## config.mk

```make
export PLATFORM = sky130hd
export DESIGN_NAME = dcdl_lock_ctrl_flat
export DESIGN_NICKNAME = d
export VERILOG_FILES = /design/src/rtl/dcdl_ctrl_pkg.sv /design/src/rtl/dcdl_lock_ctrl_if.sv /design/src/rtl/dcdl_lock_det.sv /design/src/rtl/dcdl_lock_ctrl.sv /design/src/flat_wrapper.sv
export SDC_FILE = /design/constraint.sdc
export NUM_CORES = 1
export LEC_CHECK = 0
export ABC_AREA = 0
export CAP_MARGIN = 20
export CORE_MARGIN = 5
export CORE_UTILIZATION = 40
export CTS_BUF_LIST = sky130_fd_sc_hd__clkbuf_16
export CTS_CLUSTER_DIAMETER = 40
export DETAILED_ROUTE_END_ITERATION = 6
export GPL_ROUTABILITY_DRIVEN = 0
export GPL_TIMING_DRIVEN = 0
export SLEW_MARGIN = 20
export SYNTH_ARGS = -nofsm -noshare
export SYNTH_HDL_FRONTEND = slang
export SYNTH_SLANG_ARGS = --single-unit
```

## constraint.sdc

```tcl
create_clock -name CLK_exit -period 2 [get_ports CLK_exit]
set_input_delay 0.3 -clock CLK_exit [delete_from_list [all_inputs] [get_ports CLK_exit]]
set_output_delay 0.3 -clock CLK_exit [all_outputs]
set_load 0.01 [all_outputs]
```

## src/rtl/dcdl_ctrl_pkg.sv

```systemverilog
// Shared types and constants for the DCDL lock-acquisition controller.
package dcdl_ctrl_pkg;

  localparam int CODE_W = 10;
  localparam logic [CODE_W-1:0] CODE_MID = {1'b1, {(CODE_W-1){1'b0}}};
  localparam logic [CODE_W-1:0] CODE_MAX = '1;

  typedef enum logic [2:0] {
    IDLE,
    SAR_SETTLE,
    SAR_WAIT,
    TRK_SETTLE,
    TRK_WAIT
  } ctrl_state_e;

endpackage

```

## src/rtl/dcdl_lock_ctrl_if.sv

```systemverilog
// Phase-detector inputs, control strobes and delay-code/status outputs of the
// lock controller.
interface dcdl_lock_ctrl_if;
  import dcdl_ctrl_pkg::*;

  logic              start;
  logic              freeze;
  logic              pd_valid;
  logic              pd_up;
  logic [CODE_W-1:0] Q;
  logic              code_upd;
  logic              busy;
  logic              locked;
  logic              sat;

  modport master (
    output start, freeze, pd_valid, pd_up,
    input  Q, code_upd, busy, locked, sat
  );

  modport slave (
    input  start, freeze, pd_valid, pd_up,
    output Q, code_upd, busy, locked, sat
  );

endinterface

```

## src/rtl/dcdl_lock_det.sv

```systemverilog
// Lock detector: counts direction reversals and same-direction runs of the
// tracking steps and derives the registered lock flag from them.
module dcdl_lock_det #(
  parameter int LOCK_CNT   = 8,
  parameter int UNLOCK_RUN = 4
) (
  input  logic clk_i,
  input  logic rst_ni,
  input  logic clear_i,
  input  logic step_valid_i,
  input  logic step_dir_i,
  input  logic step_blk_i,
  output logic locked_o
);

  logic [3:0] rev_q, rev_d;
  logic [3:0] run_q, run_d;
  logic       dir_q, dir_d;
  logic       locked_q, locked_d;

  // A blocked (saturated) step always counts as a same-direction step.
  always_comb begin
    rev_d    = rev_q;
    run_d    = run_q;
    dir_d    = dir_q;
    locked_d = locked_q;
    if (clear_i) begin
      rev_d    = '0;
      run_d    = '0;
      dir_d    = 1'b0;
      locked_d = 1'b0;
    end else if (step_valid_i) begin
      dir_d = step_dir_i;
      if (!step_blk_i && (step_dir_i != dir_q)) begin
        rev_d = (rev_q == 4'hF) ? rev_q : rev_q + 4'd1;
        run_d = '0;
      end else begin
        run_d = (run_q == 4'hF) ? run_q : run_q + 4'd1;
        rev_d = '0;
      end
      if (rev_d >= 4'(LOCK_CNT)) begin
        locked_d = 1'b1;
      end else if (run_d >= 4'(UNLOCK_RUN)) begin
        locked_d = 1'b0;
      end
    end
  end

  always_ff @(posedge clk_i or negedge rst_ni) begin
    if (!rst_ni) begin
      rev_q    <= '0;
      run_q    <= '0;
      dir_q    <= 1'b0;
      locked_q <= 1'b0;
    end else begin
      rev_q    <= rev_d;
      run_q    <= run_d;
      dir_q    <= dir_d;
      locked_q <= locked_d;
    end
  end

  assign locked_o = locked_q;

endmodule

```

## src/rtl/dcdl_lock_ctrl.sv

```systemverilog
// DCDL lock controller: successive-approximation acquisition of the delay code
// followed by +/-1 LSB tracking, with settle timing, saturation and lock status.
module dcdl_lock_ctrl
  import dcdl_ctrl_pkg::*;
#(
  parameter int SETTLE_CYC = 4,
  parameter int LOCK_CNT   = 8,
  parameter int UNLOCK_RUN = 4
) (
  input logic              CLK_exit,
  input logic              rst_n,
  dcdl_lock_ctrl_if.slave  bus
);

  localparam logic [3:0] SETTLE_LAST = 4'(SETTLE_CYC - 1);
  localparam logic [3:0] IDX_TOP     = 4'(CODE_W - 1);

  ctrl_state_e       state_q, state_d;
  logic [CODE_W-1:0] code_q, code_d;
  logic [3:0]        cnt_q, cnt_d;
  logic [3:0]        idx_q, idx_d;
  logic              sat_q, sat_d;
  logic              upd_q, upd_d;
  logic              step_valid, step_blk, det_clear, at_bound;

  assign at_bound = bus.pd_up ? (code_q == CODE_MAX) : (code_q == '0);

  // start overrides everything, including a coincident phase decision.
  always_comb begin
    state_d    = state_q;
    code_d     = code_q;
    cnt_d      = cnt_q;
    idx_d      = idx_q;
    sat_d      = sat_q;
    upd_d      = 1'b0;
    step_valid = 1'b0;
    step_blk   = 1'b0;
    det_clear  = 1'b0;
    if (bus.start) begin
      state_d   = SAR_SETTLE;
      code_d    = CODE_MID;
      idx_d     = IDX_TOP;
      cnt_d     = '0;
      sat_d     = 1'b0;
      upd_d     = 1'b1;
      det_clear = 1'b1;
    end else begin
      case (state_q)
        SAR_SETTLE, TRK_SETTLE: begin
          if (cnt_q == SETTLE_LAST) begin
            cnt_d   = '0;
            state_d = (state_q == SAR_SETTLE) ? SAR_WAIT : TRK_WAIT;
          end else begin
            cnt_d = cnt_q + 4'd1;
          end
        end
        SAR_WAIT: begin
          if (bus.pd_valid) begin
            code_d[idx_q] = bus.pd_up;
            upd_d         = 1'b1;
            cnt_d         = '0;
            if (idx_q != 4'd0) begin
              code_d[idx_q - 4'd1] = 1'b1;
              idx_d                = idx_q - 4'd1;
              state_d              = SAR_SETTLE;
            end else begin
              state_d = TRK_SETTLE;
            end
          end
        end
        TRK_WAIT: begin
          if (bus.pd_valid && !bus.freeze) begin
            step_valid = 1'b1;
            if (at_bound) begin
              step_blk = 1'b1;
              sat_d    = 1'b1;
            end else begin
              code_d  = bus.pd_up ? code_q + 1'b1 : code_q - 1'b1;
              upd_d   = 1'b1;
              cnt_d   = '0;
              state_d = TRK_SETTLE;
            end
          end
        end
        default: ;
      endcase
    end
  end

  always_ff @(posedge CLK_exit or negedge rst_n) begin
    if (!rst_n) begin
      state_q <= IDLE;
      code_q  <= CODE_MID;
      cnt_q   <= '0;
      idx_q   <= '0;
      sat_q   <= 1'b0;
      upd_q   <= 1'b0;
    end else begin
      state_q <= state_d;
      code_q  <= code_d;
      cnt_q   <= cnt_d;
      idx_q   <= idx_d;
      sat_q   <= sat_d;
      upd_q   <= upd_d;
    end
  end

  dcdl_lock_det #(
    .LOCK_CNT   (LOCK_CNT),
    .UNLOCK_RUN (UNLOCK_RUN)
  ) u_lock_det (
    .clk_i        (CLK_exit),
    .rst_ni       (rst_n),
    .clear_i      (det_clear),
    .step_valid_i (step_valid),
    .step_dir_i   (bus.pd_up),
    .step_blk_i   (step_blk),
    .locked_o     (bus.locked)
  );

  assign bus.Q        = code_q;
  assign bus.code_upd = upd_q;
  assign bus.sat      = sat_q;
  assign bus.busy     = (state_q == SAR_SETTLE) || (state_q == SAR_WAIT);

endmodule
```

## src/flat_wrapper.sv

```systemverilog
// flat-port wrapper written by rule: the top's interface ports become plain ports
module dcdl_lock_ctrl_flat import dcdl_ctrl_pkg::*;
#(
  parameter int SETTLE_CYC = 4,
  parameter int LOCK_CNT   = 8,
  parameter int UNLOCK_RUN = 4
)
  (CLK_exit, rst_n, bus_start, bus_freeze, bus_pd_valid, bus_pd_up, bus_Q, bus_code_upd, bus_busy, bus_locked, bus_sat);
  dcdl_lock_ctrl_if bus_i ();
  input logic CLK_exit;
  input logic rst_n;
  input wire logic [$bits(bus_i.start)-1:0] bus_start;
  input wire logic [$bits(bus_i.freeze)-1:0] bus_freeze;
  input wire logic [$bits(bus_i.pd_valid)-1:0] bus_pd_valid;
  input wire logic [$bits(bus_i.pd_up)-1:0] bus_pd_up;
  output wire logic [$bits(bus_i.Q)-1:0] bus_Q;
  output wire logic [$bits(bus_i.code_upd)-1:0] bus_code_upd;
  output wire logic [$bits(bus_i.busy)-1:0] bus_busy;
  output wire logic [$bits(bus_i.locked)-1:0] bus_locked;
  output wire logic [$bits(bus_i.sat)-1:0] bus_sat;
  assign bus_i.start = bus_start;
  assign bus_i.freeze = bus_freeze;
  assign bus_i.pd_valid = bus_pd_valid;
  assign bus_i.pd_up = bus_pd_up;
  assign bus_Q = bus_i.Q;
  assign bus_code_upd = bus_i.code_upd;
  assign bus_busy = bus_i.busy;
  assign bus_locked = bus_i.locked;
  assign bus_sat = bus_i.sat;
  dcdl_lock_ctrl #(.SETTLE_CYC(SETTLE_CYC), .LOCK_CNT(LOCK_CNT), .UNLOCK_RUN(UNLOCK_RUN)) u_core (.CLK_exit(CLK_exit), .rst_n(rst_n), .bus(bus_i));
endmodule
```

==> qor.csv, run 1 <==
stage,metric,value,unit
outcome,status,completed,
worst_setup_path,worstSetupPathType,flip-flop to flip-flop,
worst_setup_path,max_stage_delay,410,ps
timing,fin_tns_setup,0,ps
power,max-vdd-ir-drop,0.367,mV
finish,fill_cells,560,
timing,post-route-min-period,1980,ps
job,max_cap_viol_count,0,
drt,drt_iter0_markers,91,
synth,ys_ff_latch,33,
drt,viasPerCell,5.81,
placed_design,dpl.hpwl,4930,um
cts,cts_tree,done,
timing,hold_viol_final,0,
synth,synth_warnings,0,
drt,wl_per_cell,16.6,um
synth,yosys.area.top_type,dfrtp_1,
global_routing,grt_pass1_wl,11400,um
finish,drive_gt1_share,27.1,%
worst_setup_path,endpoint_kind,flip-flop,
drt,via_count,2545,
global_routing,grt_pass1_vias,2288,
floorplanning,row_count,29,
global_routing,antenna_found_initial,0,
global_routing,grt_max_degree,28,
timing,rsz0062_at_grt,yes,
hold_path,hold_class,input port to asynchronous set/reset pin,
synth,synth_ff_type,dfrtp_1,
finish,area_growth,36.5,%
drt,drc_errors,0,
cts,htreeDepth,2,
timing,final.setup.worst_slack,16.9,ps
timing,holdWs,397,ps
worst_setup_path,critical_path.max_fanout,5,
worst_setup_path,required,2190,ps
synth,syn_nets,333,
timing,skew,4.34,ps
drt,ant_nets,0,
synth,synth_common_cells,"nand2_1, dfrtp_1, a21oi_1, nor2_1, o21ai_0",
synth,synth_most_common_cell,nand2_1,
synth,ys_seq_area_share,31.6,%
worst_setup_path,cp_top_family,simple AND/OR/NAND/NOR gates,
cts,clock_latency,270,ps
synth,synth_cell_types,61,
synth,synth_edf_count,0,
worst_setup_path,cp.arrival,2170,ps
cts,clock-sinks,33,
finish,final_area,0.00357,mm^2
global_routing,track_usage,16.9,%
cts,clockBufferDepth,2,
worst_setup_path,cp-start-kind,flip-flop,
floorplanning,ios,20,
power,p_total,2.05,mW
synth,synthArstFlopShare,100,%
synth,synth_top_area_share,30.6,%
synth,syn_area,0.00262,mm^2
timing,relSlewSlack,58.7,%
timing,tightestPinTransition,618,ps
placed_design,dp_slack,-863,ps
cts,clockRootBuffer,clkbuf_16,
floorplanning,core-area,0.00635,mm^2
cts,clk_pin_slew_worst_paths,50,ps
synth,synth_area_leaders,"dfrtp_1, ha_1, nand2_1",
finish,antenna_cells,0,
drt,wl,7260,um
placed_design,placedInstanceArea,0.00297,mm^2
power,power.leakage,1.44,nW
finish,nets,384,
floorplanning,die_w,90.9,um
synth,syn_inst,310,
floorplanning,die_h,90.9,um
worst_setup_path,cp_num_buf_inv,3,
timing,slew_viol_final,0,
drt,dr.pass1.iters,4,
timing,fmax,504,MHz
cts,cts-buffers-inserted,5,
worst_setup_path,slowest_stage,dfrtp_2,
worst_setup_path,cp_cell_sequence,buf_6 > buf_4 > nor4_4 > and3_4 > nor3_4 > nor3_4 > inv_2 > mux2i_1 > a211oi_2,
floorplanning,dieArea,0.00825,mm^2
timing,setup_viol,0,
timing,fin_crit_sh,99.2,%
floorplanning,initial_core_util,41.2,%
worst_setup_path,cpMostUsedCell,nor3_4,
global_routing,gr-total-overflow,0,
power,power.density,574,mW/mm^2
synth,avgSynthCellArea,8.44,um^2
placed_design,io_buffers,19,
path summary, 6_finish.rpt:
kind / slack (ps) / end / depth (start not counted) / startpoint
worst max-delay path: 20 / u_core.bus.Q[9]$_DFFE_PN1P_ / 9 / u_core.bus.Q[1]$_DFFE_PN0P_
worst min-delay path: 400 / u_core.cnt_q[2]$_DFFE_PN0P_ / 2 / rst_n
worst max register to register: 20 / u_core.bus.Q[9]$_DFFE_PN1P_ / 9 / u_core.bus.Q[1]$_DFFE_PN0P_
worst min register to register: 510 / u_core.bus.sat$_DFFE_PN0P_ / 2 / u_core.bus.sat$_DFFE_PN0P_
max in group asynchronous: 1180 / u_core.idx_q[0]$_DFFE_PN0P_ / 3 / rst_n
min in group CLK_exit: 510 / u_core.bus.sat$_DFFE_PN0P_ / 2 / u_core.bus.sat$_DFFE_PN0P_
worst reg2reg max path, stage by stage, from the launching register on:
cell,delay [ps]
dfrtp_2,410
buf_6,140
buf_4,140
nor4_4,160
and3_4,250
nor3_4,60
nor3_4,250
inv_2,130
mux2i_1,160
a211oi_2,210
stage by stage:
step,util (%),cells
after global routing,56.2,438
after CTS,53.2,430
after floorplan,-,310
final,56.2,438
after global placement,46.5,406
after detailed placement,46.7,407
sequential cells by signal, indices dropped and copies added, names as in the netlist:
register and cells:
u_core.idx_q 4, u_core.bus.sat 1, u_core.cnt_q 4, u_core.bus.Q 10, u_core.bus.code_upd 1, u_core.u_lock_det.locked_o 1
u_core.u_lock_det.run_q 4, u_core.u_lock_det.rev_q 4, u_core.state_q 3, u_core.u_lock_det.dir_q 1
cells by family after synthesis:
group | share of synthesized area, %
AO/OA/AOI/OAI | 22.6
XOR/XNOR | 3.01
adder cells (fa/ha/maj) | 8.42
buffers and inverters | 4.02
flip-flops | 31.6
multiplexers | 2.34
AND/OR/NAND/NOR | 28.0
per-layer routing:
| layer | GRT usage, % | routed length [um] | vias up |
|---|---|---|---|
| li1 | - | - | 1252 |
| met1 | 23.7 | 3480 | 1224 |
| met2 | 26.4 | 3380 | 59 |
| met3 | 3.33 | 290 | 10 |
| met4 | 5.01 | 112 | 0 |
| met5 | 0 | 0 | - |
where the power goes:
part | total [mW] | leakage (nW) | switching (mW) | internal [mW]
combinational | 0.583 | 0.945 | 0.307 | 0.276
clock | 0.709 | 0.0685 | 0.265 | 0.445
sequential | 0.756 | 0.422 | 0.0446 | 0.711
total | 2.05 | 1.44 | 0.617 | 1.43
area by class of cell:
cell class | count | area, um^2 | share of cell area (%)
Buffer | 14 | 101 | 2.84
Clock buffer | 5 | 125 | 3.51
Clock inverter | 2 | 7.51 | 0.210
Inverter | 8 | 35.0 | 0.982
Multi-Input combinational cell | 254 | 1930 | 54.1
Sequential cell | 33 | 838 | 23.5
Tap cell | 77 | 96.3 | 2.70
Timing Repair Buffer | 45 | 433 | 12.1
timing repair:
item	CTS	global route
gates resized for setup	26	37
hold endpoints to repair	5	0
hold buffers	1	0
setup buffers	15	8
pin swaps	5	16
gates cloned	1	0
endpoints found under the setup margin	23	26
cells in the final DEF (no fill, tap or decap), types with 7 or more instances in the layout:
master and count:
a21oi_1 22, buf_4 19, buf_6 7, clkdlybuf4s50_1 16, dfrtp_1 23, dfrtp_2 9
ha_4 8, nand2_1 50, nand3_1 10, nor2_1 22, nor3_1 9, o21ai_0 13
Power figures use the tool's default switching activity.
==> run 2, diff against run 1 <==
Settings changed: ABC_AREA 0 to 1.
==> qor.csv, run 2 <==
stage,metric,value,unit
worst_setup_path,cp-start-kind,flip-flop,
power,sw_frac_of_total,44.9,%
synth,ys_seq_area_share,31.9,%
timing,post-route-min-period,1840,ps
drt,wl_per_cell,14.1,um
synth,syn_nets,385,
floorplanning,row_count,29,
finish,multi_input_area,0.00166,mm^2
timing,fmax,542,MHz
cts,clock_latency,280,ps
synth,ys_ff_latch,33,
synth,synth_top_family_by_area,simple AND/OR/NAND/NOR gates,
floorplanning,core-area,0.00631,mm^2
power,seqPwrFrac,28.5,%
synth,synth_area_leaders,"dfrtp_1, nand2_1, ha_1",
drt,via_count,2485,
outcome,status,completed,
finish,fill_cells,629,
synth,synth_compound_area_share,16.5,%
power,clock_power_share,19.0,%
synth,synthMuxAreaShare,0,%
placed_design,io_buffers,18,
floorplanning,die_w,90.5,um
worst_setup_path,required,2150,ps
finish,final_common_cell,nand2_1,
synth,syn_inst,362,
finish,antenna_cells,0,
synth,synth_warnings,0,
power,p_int,2.13,mW
finish,nets,416,
cts,htreeDepth,2,
worst_setup_path,startpoint,u_core.idx_q[0]$_DFFE_PN0P_,
cts,clock-sinks,33,
timing,rsz0062_at_grt,no,
finish,area_growth,23.7,%
synth,synth_adder_area_share,8.49,%
power,power.leakage,1.51,nW
timing,tightestPinTransition,470,ps
synth,synth_top_area_share,30.9,%
power,switchingPower,1.74,mW
finish,register_area,831,um^2
power,p_total,3.87,mW
synth,synth_cell_types,41,
power,power.density,1210,mW/mm^2
floorplanning,dieArea,0.00820,mm^2
drt,drc_errors,0,
finish,final_cells,471,
power,combPwrFrac,52.5,%
floorplanning,initial_core_util,41.1,%
worst_setup_path,cp.arrival,2000,ps
cts,cts-buffers-inserted,5,
cts,clockRootBuffer,clkbuf_16,
worst_setup_path,endpoint_kind,flip-flop,
cts,clockBufferDepth,2,
synth,avgSynthCellArea,7.17,um^2
floorplanning,ios,20,
hold_path,hold_class,flip-flop to flip-flop,
placed_design,dpl.cell_count,458,
worst_setup_path,worstSetupPathType,flip-flop to flip-flop,
timing,final.setup.worst_slack,156,ps
global_routing,grt_max_degree,18,
job,max_cap_viol_count,0,
synth,synth_xor_area_share,3.42,%
drt,ant_nets,0,
synth,synthArstFlopShare,100,%
hold_path,hold_start,u_core.u_lock_det.locked_o$_DFFE_PN0P_,
drt,viasPerCell,5.28,
placed_design,placedInstanceArea,0.00289,mm^2
drt,drt_iter0_markers,117,
synth,synth_ff_type,dfrtp_1,
cts,cts_tree,done,
floorplanning,die_h,90.5,um
timing,slew_viol_final,0,
placed_design,dpl.hpwl,5020,um
global_routing,grt_pass1_vias,2410,
worst_setup_path,critical_path.max_fanout,6,
timing,fin_crit_sh,92.2,%
power,max-vdd-ir-drop,0.611,mV
synth,synth_most_common_cell,nand2_1,
finish,largest_reg_flops,10,
finish,final_core_util,50.9,%
global_routing,track_usage,17.1,%
timing,setup_viol,0,
finish,drive_gt1_share,15.0,%
synth,synth_common_cells,"nand2_1, inv_1, nand3_1, dfrtp_1",
drt,wl,6630,um
timing,skew,5.28,ps
timing,holdWs,473,ps
timing,hold_viol_final,0,
cts,clk_pin_slew_worst_paths,50,ps
global_routing,antenna_found_initial,0,
placed_design,dp_slack,-1070,ps
synth,synth-simple-area-share,31.1,%
timing,relSlewSlack,68.7,%
synth,syn_area,0.00259,mm^2
synth,synth_edf_count,0,
global_routing,grt_pass1_wl,11500,um
finish,final_area,0.00321,mm^2
global_routing,gr-total-overflow,0,
synth,yosys.area.top_type,dfrtp_1,
finish,final_cell_mix,"nand2_1, inv_1, nand3_1",
drt,dr.pass1.iters,4,
timing,fin_tns_setup,0,ps
worst_setup_path,r2r-start,u_core.idx_q[0]$_DFFE_PN0P_,
## run 2: cell count changes after synthesis, sizes merged, moves of 7 or more
cell / before / now
a21oi: 24 / 17
inv: 8 / 48
nand2: 50 / 84
nand2b: 7 / 0
nand3: 10 / 38
nor2: 22 / 34
nor3: 15 / 5
o21ai: 18 / 43
## run 2: worst paths after layout
check / endpoint / slack (ps) / depth (start not counted)
max in group asynchronous: u_core.bus.Q[0]$_DFFE_PN0P_ / 1060 / 3
min: u_core.u_lock_det.locked_o$_DFFE_PN0P_ / 470 / 2
min in group asynchronous: u_core.bus.Q[1]$_DFFE_PN0P_ / 500 / 2
max: u_core.idx_q[1]$_DFFE_PN0P_ / 160 / 7
max reg2reg: u_core.idx_q[1]$_DFFE_PN0P_ / 160 / 7
min reg2reg: u_core.u_lock_det.locked_o$_DFFE_PN0P_ / 470 / 2
## run 2: routing by layer
metal / share of wire (%) / GRT usage (%) / vias up / routed length [um]
met3: 3.7 / 3.00 / 9 / 243
met2: 48 / 27.9 / 38 / 3190
met1: 47 / 22.8 / 1163 / 3130
li1: - / - / 1275 / -
met5: 0 / 0 / - / 0
met4: 0.98 / 5.46 / 0 / 65
## run 2: power by group through the flow
stage / registers [mW] / clock network, mW / logic (mW)
after floorplan: 1.05 / 0 / 1.30
after global placement: 1.08 / 0 / 1.83
after detailed placement: 1.09 / 0 / 1.86
after CTS: 1.12 / 0.751 / 1.96
after global routing: 1.13 / 0.782 / 2.30
final: 1.10 / 0.735 / 2.03
## run 2: critical path, cell delays in order, from the launching register on
cell	delay (ps)
dfrtp_1	390
inv_1	200
ha_1	290
nand2_1	200
a31oi_1	340
nor2_1	130
inv_1	90
o22ai_1	70
## run 2: cells by family (layout without fill, tap and decap cells)
| logic type | Yosys count | in the layout |
|---|---|---|
| and+or+nand+nor | 170 | 170 |
| AOI/OAI and AO/OA | 78 | 78 |
| buffers and inverters | 56 | 88 |
| DFF | 33 | 33 |
| adders and majority gates | 17 | 17 |
| xor gates and xnor gates | 8 | 8 |
## run 2: final cells by class
type,instances,area share (%)
buffer,6,1.29
clock buffer,5,3.90
clock inverter,3,0.429
inverter,50,6.27
multi-input combinational,273,51.8
sequential,33,25.9
tap,77,3.00
timing repair buffer,24,7.48
## run 2: repair_timing
action                                 CTS  global route
setup endpoints to repair               10             2
buffers inserted                         1             3
hold buffers                             1             0
endpoints found under the hold margin   15             0
pin swaps                                2             0
gates resized for setup                 25             3
==> run 3, diff against run 2 <==
Settings changed: SYNTH_HIERARCHICAL from default to 1.
==> qor.csv, run 3 <==
stage,metric,value,unit
drt,wl,6690,um
synth,synth-simple-area-share,38.2,%
timing,relSlewSlack,74.0,%
timing,setup_viol,0,
synth,synthArstFlopShare,100,%
global_routing,antenna_found_initial,0,
outcome,status,completed,
synth,yosys.area.top_type,dfrtp_1,
synth,synth_ff_type,dfrtp_1,
hold_path,min_path_cells,3,
finish,final_common_cell,nand2_1,
timing,rsz0062_at_grt,no,
global_routing,grt_pass1_vias,2429,
floorplanning,die_w,92.3,um
worst_setup_path,reg2reg_to,u_core/bus.Q[2]$_DFFE_PN0P_,
drt,drc_errors,0,
global_routing,grt_pass1_wl,11600,um
worst_setup_path,worstRegToRegCells,9,
placed_design,dpl.cell_count,496,
floorplanning,ios,20,
timing,skew,3.52,ps
worst_setup_path,critical_path.max_fanout,5,
worst_setup_path,endpoint_kind,primary output,
worst_setup_path,r2r-start,u_core/idx_q[1]$_DFFE_PN0P_,
synth,synth_xor_area_share,2.54,%
finish,area_growth,18.5,%
timing,slew_viol_final,0,
timing,fmax,529,MHz
placed_design,dpl.hpwl,4990,um
finish,antenna_cells,0,
cts,htreeDepth,2,
cts,clk_pin_slew_worst_paths,60,ps
worst_setup_path,endpoint,bus_busy,
drt,ant_nets,0,
timing,holdWs,379,ps
timing,fin_tns_setup,0,ps
timing,tightestPinTransition,387,ps
drt,viasPerCell,5.19,
floorplanning,initial_core_util,40.6,%
timing,hold_viol_final,0,
synth,synth_warnings,6,
finish,nets,451,
cts,clockRootBuffer,clkbuf_16,
synth,synth_area_leaders,"dfrtp_1, nand2_1, nand3_1",
job,max_cap_viol_count,0,
finish,largest_reg_flops,10,
synth,syn_area,0.00271,mm^2
worst_setup_path,cp.arrival,1590,ps
global_routing,track_usage,16.7,%
synth,synth_compound_area_share,11.7,%
synth,synth_edf_count,0,
drt,dr.pass1.iters,4,
placed_design,io_buffers,19,
synth,ys_ff_latch,33,
floorplanning,dieArea,0.00852,mm^2
synth,avgSynthCellArea,6.85,um^2
finish,final_cell_mix,"nand2_1, nand3_1, inv_1",
power,power.leakage,1.60,nW
worst_setup_path,r2r_slack,170,ps
synth,syn_nets,420,
floorplanning,core-area,0.00668,mm^2
timing,fin_crit_sh,94.5,%
drt,drt_iter0_markers,131,
power,power.density,1170,mW/mm^2
drt,wl_per_cell,13.2,um
synth,synth_adder_area_share,8.58,%
cts,cts_tree,done,
cts,clock_latency,280,ps
hold_path,hold_start,bus_pd_up,
synth,synth_top_area_share,29.5,%
power,max-vdd-ir-drop,0.512,mV
hold_path,hold_class,input port to flip-flop,
timing,post-route-min-period,1890,ps
worst_setup_path,cp-start-kind,flip-flop,
synth,synth_top_family_by_area,simple AND/OR/NAND/NOR gates,
floorplanning,die_h,92.3,um
floorplanning,row_count,30,
cts,clock-sinks,33,
synth,synth_most_common_cell,nand2_1,
worst_setup_path,startpoint,u_core/state_q[2]$_DFFE_PN0P_,
cts,cts-buffers-inserted,5,
synth,synth_cell_types,36,
finish,final_cells,508,
worst_setup_path,required,1700,ps
global_routing,grt_max_degree,23,
cts,clockBufferDepth,2,
drt,via_count,2634,
synth,ys_seq_area_share,30.5,%
global_routing,gr-total-overflow,0,
synth,synth_common_cells,"nand2_1, nand3_1, inv_1, nor2_1, dfrtp_1",
worst_setup_path,worstSetupPathType,flip-flop to primary output,
synth,synthMuxAreaShare,0,%
finish,drive_gt1_share,13.3,%
synth,syn_inst,396,
## run 3: cell count changes after synthesis, sizes merged, moves of 3 or more
cell   change
a31oi      -5
nand2     +31
nand3     +15
nand4      +3
nor2      +10
o21ai      -9
o22ai      -3
## run 3: final cells by class
class                           instances  area, um^2
Buffer                                  5        43.8
Inverter                               50         190
Sequential cell                        33         828
Tap cell                               80         100
Fill cell                             693        3470
Clock buffer                            5         125
Multi-Input combinational cell        308        1670
Timing Repair Buffer                   24         240
Clock inverter                          3        17.5
## run 3: repair_timing
action                                  4_1_cts  5_1_grt
gates resized for setup                       3        7
hold buffers                                  1        0
buffers inserted                              0        3
endpoints found under the setup margin        9       13
hold endpoints to repair                     11        0
## run 3: worst min path at each step
stage,to,slack (ps)
2_1_floorplan,u_core/bus.Q[0]$_DFFE_PN0P_,4
3_3_place_gp,u_core/u_lock_det/locked_o$_DFFE_PN0P_,460
3_5_place_dp,u_core/cnt_q[2]$_DFFE_PN0P_,230
4_1_cts,u_core/bus.Q[5]$_DFFE_PN0P_,470
5_1_grt,u_core/u_lock_det/dir_q$_DFFE_PN0P_,420
6_report,u_core/u_lock_det/dir_q$_DFFE_PN0P_,380
## run 3: kinds of logic after synthesis
| group | Yosys count |
|---|---|
| and+or+nand+nor | 228 |
| DFF | 33 |
| buffers and inverters | 55 |
| AOI/OAI and AO/OA | 55 |
| adders and majority gates | 18 |
| xor gates and xnor gates | 7 |
## run 3: worst max-delay path, cell delays in order (launching register included)
cell and delay (ps):
dfrtp_1 440, nor2_4 180, nand2_1 90, nand2_1 70, clkdlybuf4s50_1 530
## run 3: report_power, final
part	internal [mW]	total, mW	leakage, nW	switching [mW]
registers	0.836	1.08	0.435	0.241
logic	0.797	1.93	1.09	1.13
clock network	0.456	0.751	0.0696	0.295
total	2.09	3.75	1.60	1.66
## run 3: stage by stage
| step | worst slack [ps] | util (%) | instance area, um^2 | power (mW) |
|---|---|---|---|---|
| 3_5_place_dp | -538 | 45.3 | 3020 | 2.94 |
| 6_report | 111 | 48.1 | 3210 | 3.75 |
| 4_1_cts | 57.3 | 47.6 | 3180 | 3.72 |
| 3_3_place_gp | -532 | 44.9 | 3000 | 2.92 |
| 2_1_floorplan | 358 | - | 2710 | 2.36 |
| 5_1_grt | 7.93 | 48.1 | 3210 | 4.09 |
## run 3: routing by layer
layer / share of wire (%) / track usage, % / vias to the layer above
li1: - / - / 1361
met1: 49 / 23.4 / 1215
met5: 0 / 0 / -
met2: 45 / 26.1 / 50
met3: 4.3 / 2.92 / 8
met4: 1.8 / 5.07 / 0
